## src/rtl/tlv5618_slave.sv

```systemverilog
// tlv5618_slave
// Device-side receiver for the TLV5618 three-wire serial DAC interface.
// Samples the link in the clk domain, assembles 16-bit words MSB first on
// DAC_sclk falling edges and decodes them into the TLV5618 register model.
//
// Build option: define TLV5618_SLAVE_SYNC_EN for a two-flop synchroniser on
// every link pin. Leave it undefined only when the link is synchronous to clk.
//
// Ports:
//   clk         system clock, rising edge
//   rst_n       asynchronous active-low reset
//   DAC_cs_n    frame select, active low (async to clk)
//   DAC_sclk    serial clock (async to clk)
//   DAC_din     serial data, captured at DAC_sclk falling edge
//   word        last complete word received
//   word_valid  one-cycle pulse when a word is accepted
//   frame_err   one-cycle pulse on a short frame or an overrun frame
//   dac_a       DAC A output latch
//   dac_b       DAC B output latch
//   buffer      double-buffer register
//   spd         speed bit (1 = fast)
//   pwr         power-down bit (1 = powered down)
//   busy        high while the synchronised frame select is low
module tlv5618_slave (
  input  logic        clk,
  input  logic        rst_n,
  input  logic        DAC_cs_n,
  input  logic        DAC_sclk,
  input  logic        DAC_din,
  output logic [15:0] word,
  output logic        word_valid,
  output logic        frame_err,
  output logic [11:0] dac_a,
  output logic [11:0] dac_b,
  output logic [11:0] buffer,
  output logic        spd,
  output logic        pwr,
  output logic        busy
);

  localparam logic [1:0] ST_IDLE  = 2'd0;
  localparam logic [1:0] ST_SHIFT = 2'd1;
  localparam logic [1:0] ST_HOLD  = 2'd2;

  logic cs_sync_s;
  logic sclk_sync_s;
  logic din_sync_s;
  logic busy_r;

`ifdef TLV5618_SLAVE_SYNC_EN
  logic [1:0] cs_meta_r;
  logic [1:0] sclk_meta_r;
  logic [1:0] din_meta_r;

  // Two-flop synchroniser per pin; busy is taken off the same final stage.
  always_ff @(posedge clk or negedge rst_n) begin
    if (!rst_n) begin
      cs_meta_r   <= 2'b11;
      sclk_meta_r <= 2'b11;
      din_meta_r  <= 2'b00;
      busy_r      <= 1'b0;
    end else begin
      cs_meta_r   <= {cs_meta_r[0], DAC_cs_n};
      sclk_meta_r <= {sclk_meta_r[0], DAC_sclk};
      din_meta_r  <= {din_meta_r[0], DAC_din};
      busy_r      <= ~cs_meta_r[0];
    end
  end

  assign cs_sync_s   = cs_meta_r[1];
  assign sclk_sync_s = sclk_meta_r[1];
  assign din_sync_s  = din_meta_r[1];
`else
  logic cs_in_r;
  logic sclk_in_r;
  logic din_in_r;

  // Single input register per pin for benches driving the link from clk.
  always_ff @(posedge clk or negedge rst_n) begin
    if (!rst_n) begin
      cs_in_r   <= 1'b1;
      sclk_in_r <= 1'b1;
      din_in_r  <= 1'b0;
      busy_r    <= 1'b0;
    end else begin
      cs_in_r   <= DAC_cs_n;
      sclk_in_r <= DAC_sclk;
      din_in_r  <= DAC_din;
      busy_r    <= ~DAC_cs_n;
    end
  end

  assign cs_sync_s   = cs_in_r;
  assign sclk_sync_s = sclk_in_r;
  assign din_sync_s  = din_in_r;
`endif

  logic cs_d_r;
  logic sclk_d_r;
  logic din_d_r;
  logic sclk_fall_r;
  logic cs_fall_r;
  logic cs_rise_r;

  // Edge detection; din is delayed alongside so it lines up with sclk_fall_r.
  always_ff @(posedge clk or negedge rst_n) begin
    if (!rst_n) begin
      cs_d_r      <= 1'b1;
      sclk_d_r    <= 1'b1;
      din_d_r     <= 1'b0;
      sclk_fall_r <= 1'b0;
      cs_fall_r   <= 1'b0;
      cs_rise_r   <= 1'b0;
    end else begin
      cs_d_r      <= cs_sync_s;
      sclk_d_r    <= sclk_sync_s;
      din_d_r     <= din_sync_s;
      sclk_fall_r <= sclk_d_r & ~sclk_sync_s;
      cs_fall_r   <= cs_d_r & ~cs_sync_s;
      cs_rise_r   <= ~cs_d_r & cs_sync_s;
    end
  end

  logic [1:0]  state_r;
  logic [1:0]  state_nxt_s;
  logic [4:0]  cnt_r;
  logic [4:0]  cnt_nxt_s;
  logic [15:0] shreg_r;
  logic [15:0] shreg_nxt_s;
  logic        overrun_r;
  logic        overrun_nxt_s;
  logic        accept_s;
  logic        err_s;

  // Frame FSM: next state, shift register, bit count and event pulses.
  always_comb begin
    state_nxt_s   = state_r;
    cnt_nxt_s     = cnt_r;
    shreg_nxt_s   = shreg_r;
    overrun_nxt_s = overrun_r;
    accept_s      = 1'b0;
    err_s         = 1'b0;
    case (state_r)
      ST_IDLE: begin
        if (cs_fall_r) begin
          state_nxt_s   = ST_SHIFT;
          cnt_nxt_s     = 5'd0;
          overrun_nxt_s = 1'b0;
        end else begin
          state_nxt_s = ST_IDLE;
        end
      end
      ST_SHIFT: begin
        if (sclk_fall_r) begin
          shreg_nxt_s = {shreg_r[14:0], din_d_r};
          cnt_nxt_s   = cnt_r + 5'd1;
        end else begin
          shreg_nxt_s = shreg_r;
        end
        // A 16th fall wins over a simultaneous cs_n rise: the word stands.
        if (sclk_fall_r && (cnt_r == 5'd15)) begin
          accept_s    = 1'b1;
          state_nxt_s = cs_rise_r ? ST_IDLE : ST_HOLD;
        end else if (cs_rise_r) begin
          err_s       = (cnt_nxt_s != 5'd0);
          state_nxt_s = ST_IDLE;
        end else begin
          state_nxt_s = ST_SHIFT;
        end
      end
      ST_HOLD: begin
        if (sclk_fall_r) begin
          overrun_nxt_s = 1'b1;
        end else begin
          overrun_nxt_s = overrun_r;
        end
        if (cs_rise_r) begin
          err_s       = overrun_r | sclk_fall_r;
          state_nxt_s = ST_IDLE;
        end else begin
          state_nxt_s = ST_HOLD;
        end
      end
      default: begin
        state_nxt_s = ST_IDLE;
      end
    endcase
  end

  logic [15:0] word_r;
  logic        word_valid_r;
  logic        frame_err_r;
  logic [11:0] dac_a_r;
  logic [11:0] dac_b_r;
  logic [11:0] buffer_r;
  logic        spd_r;
  logic        pwr_r;

  // State registers and register-model update on an accepted word.
  always_ff @(posedge clk or negedge rst_n) begin
    if (!rst_n) begin
      state_r      <= ST_IDLE;
      cnt_r        <= 5'd0;
      shreg_r      <= 16'h0000;
      overrun_r    <= 1'b0;
      word_r       <= 16'h0000;
      word_valid_r <= 1'b0;
      frame_err_r  <= 1'b0;
      dac_a_r      <= 12'h000;
      dac_b_r      <= 12'h000;
      buffer_r     <= 12'h000;
      spd_r        <= 1'b0;
      pwr_r        <= 1'b0;
    end else begin
      state_r      <= state_nxt_s;
      cnt_r        <= cnt_nxt_s;
      shreg_r      <= shreg_nxt_s;
      overrun_r    <= overrun_nxt_s;
      word_valid_r <= accept_s;
      frame_err_r  <= err_s;
      if (accept_s) begin
        word_r <= shreg_nxt_s;
        spd_r  <= shreg_nxt_s[14];
        pwr_r  <= shreg_nxt_s[13];
        // Register select is {R1, R0} = {D15, D12}.
        case ({shreg_nxt_s[15], shreg_nxt_s[12]})
          2'b00: begin
            dac_b_r  <= shreg_nxt_s[11:0];
            buffer_r <= shreg_nxt_s[11:0];
          end
          2'b01: begin
            buffer_r <= shreg_nxt_s[11:0];
          end
          2'b10: begin
            dac_a_r <= shreg_nxt_s[11:0];
            dac_b_r <= buffer_r;
          end
          default: begin
            dac_a_r <= dac_a_r;
          end
        endcase
      end else begin
        word_r <= word_r;
      end
    end
  end

  assign word       = word_r;
  assign word_valid = word_valid_r;
  assign frame_err  = frame_err_r;
  assign dac_a      = dac_a_r;
  assign dac_b      = dac_b_r;
  assign buffer     = buffer_r;
  assign spd        = spd_r;
  assign pwr        = pwr_r;
  assign busy       = busy_r;

endmodule

```

## config.mk

```make
export PLATFORM = sky130hd
export DESIGN_NAME = tlv5618_slave
export DESIGN_NICKNAME = d
export VERILOG_FILES = /design/src/rtl/tlv5618_slave.sv
export SDC_FILE = /design/constraint.sdc
export NUM_CORES = 1
export LEC_CHECK = 0
export BUFFER_PORTS_ARGS = -buffer_cell sky130_fd_sc_hd__buf_2
export CAP_MARGIN = 20
export CORE_ASPECT_RATIO = 1.25
export CORE_MARGIN = 5
export CORE_UTILIZATION = 45
export DETAILED_ROUTE_END_ITERATION = 7
export PLACE_DENSITY = 0.66
export SLEW_MARGIN = 30
export SYNTH_ARGS = -nofsm -noshare
export SYNTH_HDL_FRONTEND = slang
export SYNTH_SLANG_ARGS = --single-unit
```

## constraint.sdc

```tcl
create_clock -name clk -period 2.4 [get_ports clk]
set_input_delay 0.48 -clock clk [delete_from_list [all_inputs] [get_ports clk]]
set_output_delay 0.48 -clock clk [all_outputs]
set_load 0.01 [all_outputs]
```

==> impl_metrics.env <==
export IMPL_status="finished clean"
export IMPL_clk_pin_slew_ns=0.08
export IMPL_placed_area_um2=3970
export IMPL_timing_max_cap_violations=0
export IMPL_dr_pass1_iters=4
export IMPL_coreArea_um2=7790
export IMPL_holdWs_ns=0.147
export IMPL_drcViolationCount=0
export IMPL_cts_buffers=9
export IMPL_yosys_area_top_type_share_pct=58.8
export IMPL_grt_start_max_net_pins=89
export IMPL_wl_per_cell_um=14.8
export IMPL_fp_dieW_um=89.7
export IMPL_totalWireLength_mm=7.17
export IMPL_seq_area_um2=2210
export IMPL_ff2ff_path_depth=7
export IMPL_cts_root_buf="clkbuf_8"
export IMPL_dp_cells=470
export IMPL_hp_class="in2async"
export IMPL_async_flop_share_pct=100
export IMPL_cp_start_kind="register"
export IMPL_synth_nets=332
export IMPL_fin_setup_tns_ns=0
export IMPL_cp_arrival_ns=2.31
export IMPL_relSlewSlack_pct=60.3
export IMPL_vdd_drop_max_mv=0.319
export IMPL_start_util_pct=45.9
export IMPL_setup_violations=0
export IMPL_insertion_delay_ns=0.35
export IMPL_synth_seq_cells=88
export IMPL_cp_slowest_cell="ha_1"
export IMPL_cts_resized=0
export IMPL_yosysTopAreaCell="dfrtp_1"
export IMPL_fin_crit_sh_pct=86.5
export IMPL_dp_hpwl_mm=5.16
export IMPL_routed_via_density=4.95
export IMPL_final_area_um2=4180
export IMPL_synth_area_leaders="dfrtp_1 59%, nand2_1 8.8%, mux2i_1 6.7%"
export IMPL_nFillCells=693
export IMPL_grt_pass1_vias=2409
export IMPL_crit_type="reg2reg"
export IMPL_antenna_left=0
export IMPL_period_needed_ns=2.08
export IMPL_leakage_nw=2.37
export IMPL_synth_cell_types=37
export IMPL_r2r_end="dac_b[6]$_DFFE_PN0P_"
export IMPL_reg2reg_from="state_r[1]$_DFF_PN0_"
export IMPL_num_vias=2394
export IMPL_cts_setup_buffers=0
export IMPL_grt_use_total_pct=15.2
export IMPL_rows=36
export IMPL_grt_overflow_total=0
export IMPL_syn_inst=321
export IMPL_path_cells="inv_1, ha_1, nand2_8, a31oi_4, buf_4, mux2i_1, o21ai_1"
export IMPL_syn2layout_area_growth_pct=16.9
export IMPL_grt_pass1_wl_mm=11.7
export IMPL_seq_area_frac_synth_pct=61.7
export IMPL_portBuffers=61
export IMPL_path_buf_inv=2
export IMPL_finClkSkew_ns=0.00768
export IMPL_syn_avg_cell_area_um2=11.1
export IMPL_antenna_found_initial=0
export IMPL_fmax_ghz=0.482
export IMPL_synth_common_cells="84 x dfrtp_1, 84 x nand2_1, 25 x o21ai_0"
export IMPL_cts_max_path_buffers=2
export IMPL_multi_input_area_um2=1180
export IMPL_die_h_um=110
export IMPL_nets=397
export IMPL_power_density_nw_per_um2=734
export IMPL_tightest_slew_ns=0.589
export IMPL_instances_no_fill=484
export IMPL_ctsHoldBuffers=0
export IMPL_hold_violations=0
export IMPL_cts_tree="built"
export IMPL_crit_required_ns=2.63
export IMPL_die_area_um2=9840
export IMPL_ctsHtreeMaxLevel=3
export IMPL_max_stage_delay_ns=0.44
export IMPL_cp_top_family="adder cells"
export IMPL_r2r_slack_ns=0.32
export IMPL_slew_violations=0
export IMPL_synth_edf_count=0
export IMPL_cp_end_kind="register"
export IMPL_io_pins=62
export IMPL_drive_above_1_share_pct=25.2
export IMPL_gp_congestion=0.862
export IMPL_rsz0062_at_grt="no"
export IMPL_antenna_cells=0
export IMPL_cts_sink_count=88
export IMPL_cp_max_fo=18
export IMPL_yosysWarningCount=0
export IMPL_syn_area_um2=3580
export IMPL_synthFlopType="dfrtp_1"
export IMPL_first_iter_violations=162
[where the power goes]
group / total, mW / leakage [nW] / internal [mW] / switching, mW
registers: 1.65 / 1.19 / 1.57 / 0.0789
clock network: 1.08 / 0.108 / 0.600 / 0.485
logic: 0.338 / 1.07 / 0.125 / 0.213
[per-layer routing]
layer | up-vias | track usage, % | wire length [um]
met5 | - | 0 | 0
met4 | 0 | 8.86 | 203
met3 | 15 | 3.49 | 240
met2 | 47 | 23.4 | 3360
met1 | 1145 | 19.7 | 3370
li1 | 1187 | - | -
[worst max-delay path by stage]
| stage | start | to | slack, ns | cells past startpoint |
|---|---|---|---|---|
| floorplan | cnt_r[0]$_DFFE_PN0P_ | buffer[10]$_DFFE_PN0P_ | 0.46 | 9 |
| global placement | state_r[1]$_DFF_PN0_ | dac_b[8]$_DFFE_PN0P_ | 0.37 | 7 |
| detailed placement | cnt_r[0]$_DFFE_PN0P_ | dac_a[4]$_DFFE_PN0P_ | 0.33 | 8 |
| CTS | cnt_r[0]$_DFFE_PN0P_ | dac_a[7]$_DFFE_PN0P_ | 0.31 | 8 |
| global route | cnt_r[0]$_DFFE_PN0P_ | dac_a[4]$_DFFE_PN0P_ | 0.11 | 8 |
| finish | state_r[1]$_DFF_PN0_ | dac_b[6]$_DFFE_PN0P_ | 0.32 | 7 |
[layout by cell type (no fill, tap or decap), types with 6 or more instances in the layout]
cell type / n
nand2_1: 84
dfrtp_1: 84
buf_2: 60
o21ai_0: 25
mux2i_1: 24
inv_1: 20
o21ai_1: 17
clkbuf_8: 10
buf_4: 9
ha_1: 6
[layout make-up]
cell class	count	area share (%)
clock buffers	10	3.29
clock inverters	4	1.68
inverters	21	1.89
multi-input cells	196	28.2
flip-flops and latches	88	52.8
well taps	95	2.84
repair buffers	70	9.28
[sequential cells by signal (all words and copies together) (netlist names)]
| register | cells |
|---|---|
| shreg_r | 16 |
| word | 16 |
| buffer | 12 |
| dac_a | 12 |
| dac_b | 12 |
| cnt_r | 5 |
| state_r | 2 |
| busy | 1 |
| cs_d_r | 1 |
| cs_fall_r | 1 |
| cs_in_r | 1 |
| cs_rise_r | 1 |
| din_d_r | 1 |
| din_in_r | 1 |
| frame_err | 1 |
| overrun_r | 1 |
| sclk_d_r | 1 |
| sclk_fall_r | 1 |
| sclk_in_r | 1 |
| word_valid | 1 |
[cells by family (layout without fill, tap and decap cells)]
group | after synthesis | count (layout) | synth area share [%]
AOI/OAI and AO/OA | 56 | 56 | 9.31
xor gates and xnor gates | 2 | 2 | 0.490
adders and majority gates | 6 | 6 | 2.10
buffers and inverters | 37 | 105 | 5.32
DFF | 88 | 88 | 61.7
muxes | 28 | 28 | 7.98
and+or+nand+nor | 104 | 104 | 13.1
[through the flow]
step	power (mW)	setup slack, ns	utilization (%)
final	3.07	0.324	53.6
after global routing	3.22	0.113	53.6
after CTS	3.10	0.312	53.6
after detailed placement	2.01	0.335	51.0
after global placement	2.00	0.370	51.0
after floorplan	1.89	0.457	-
Note: power is estimated with default switching activity, not from simulation.
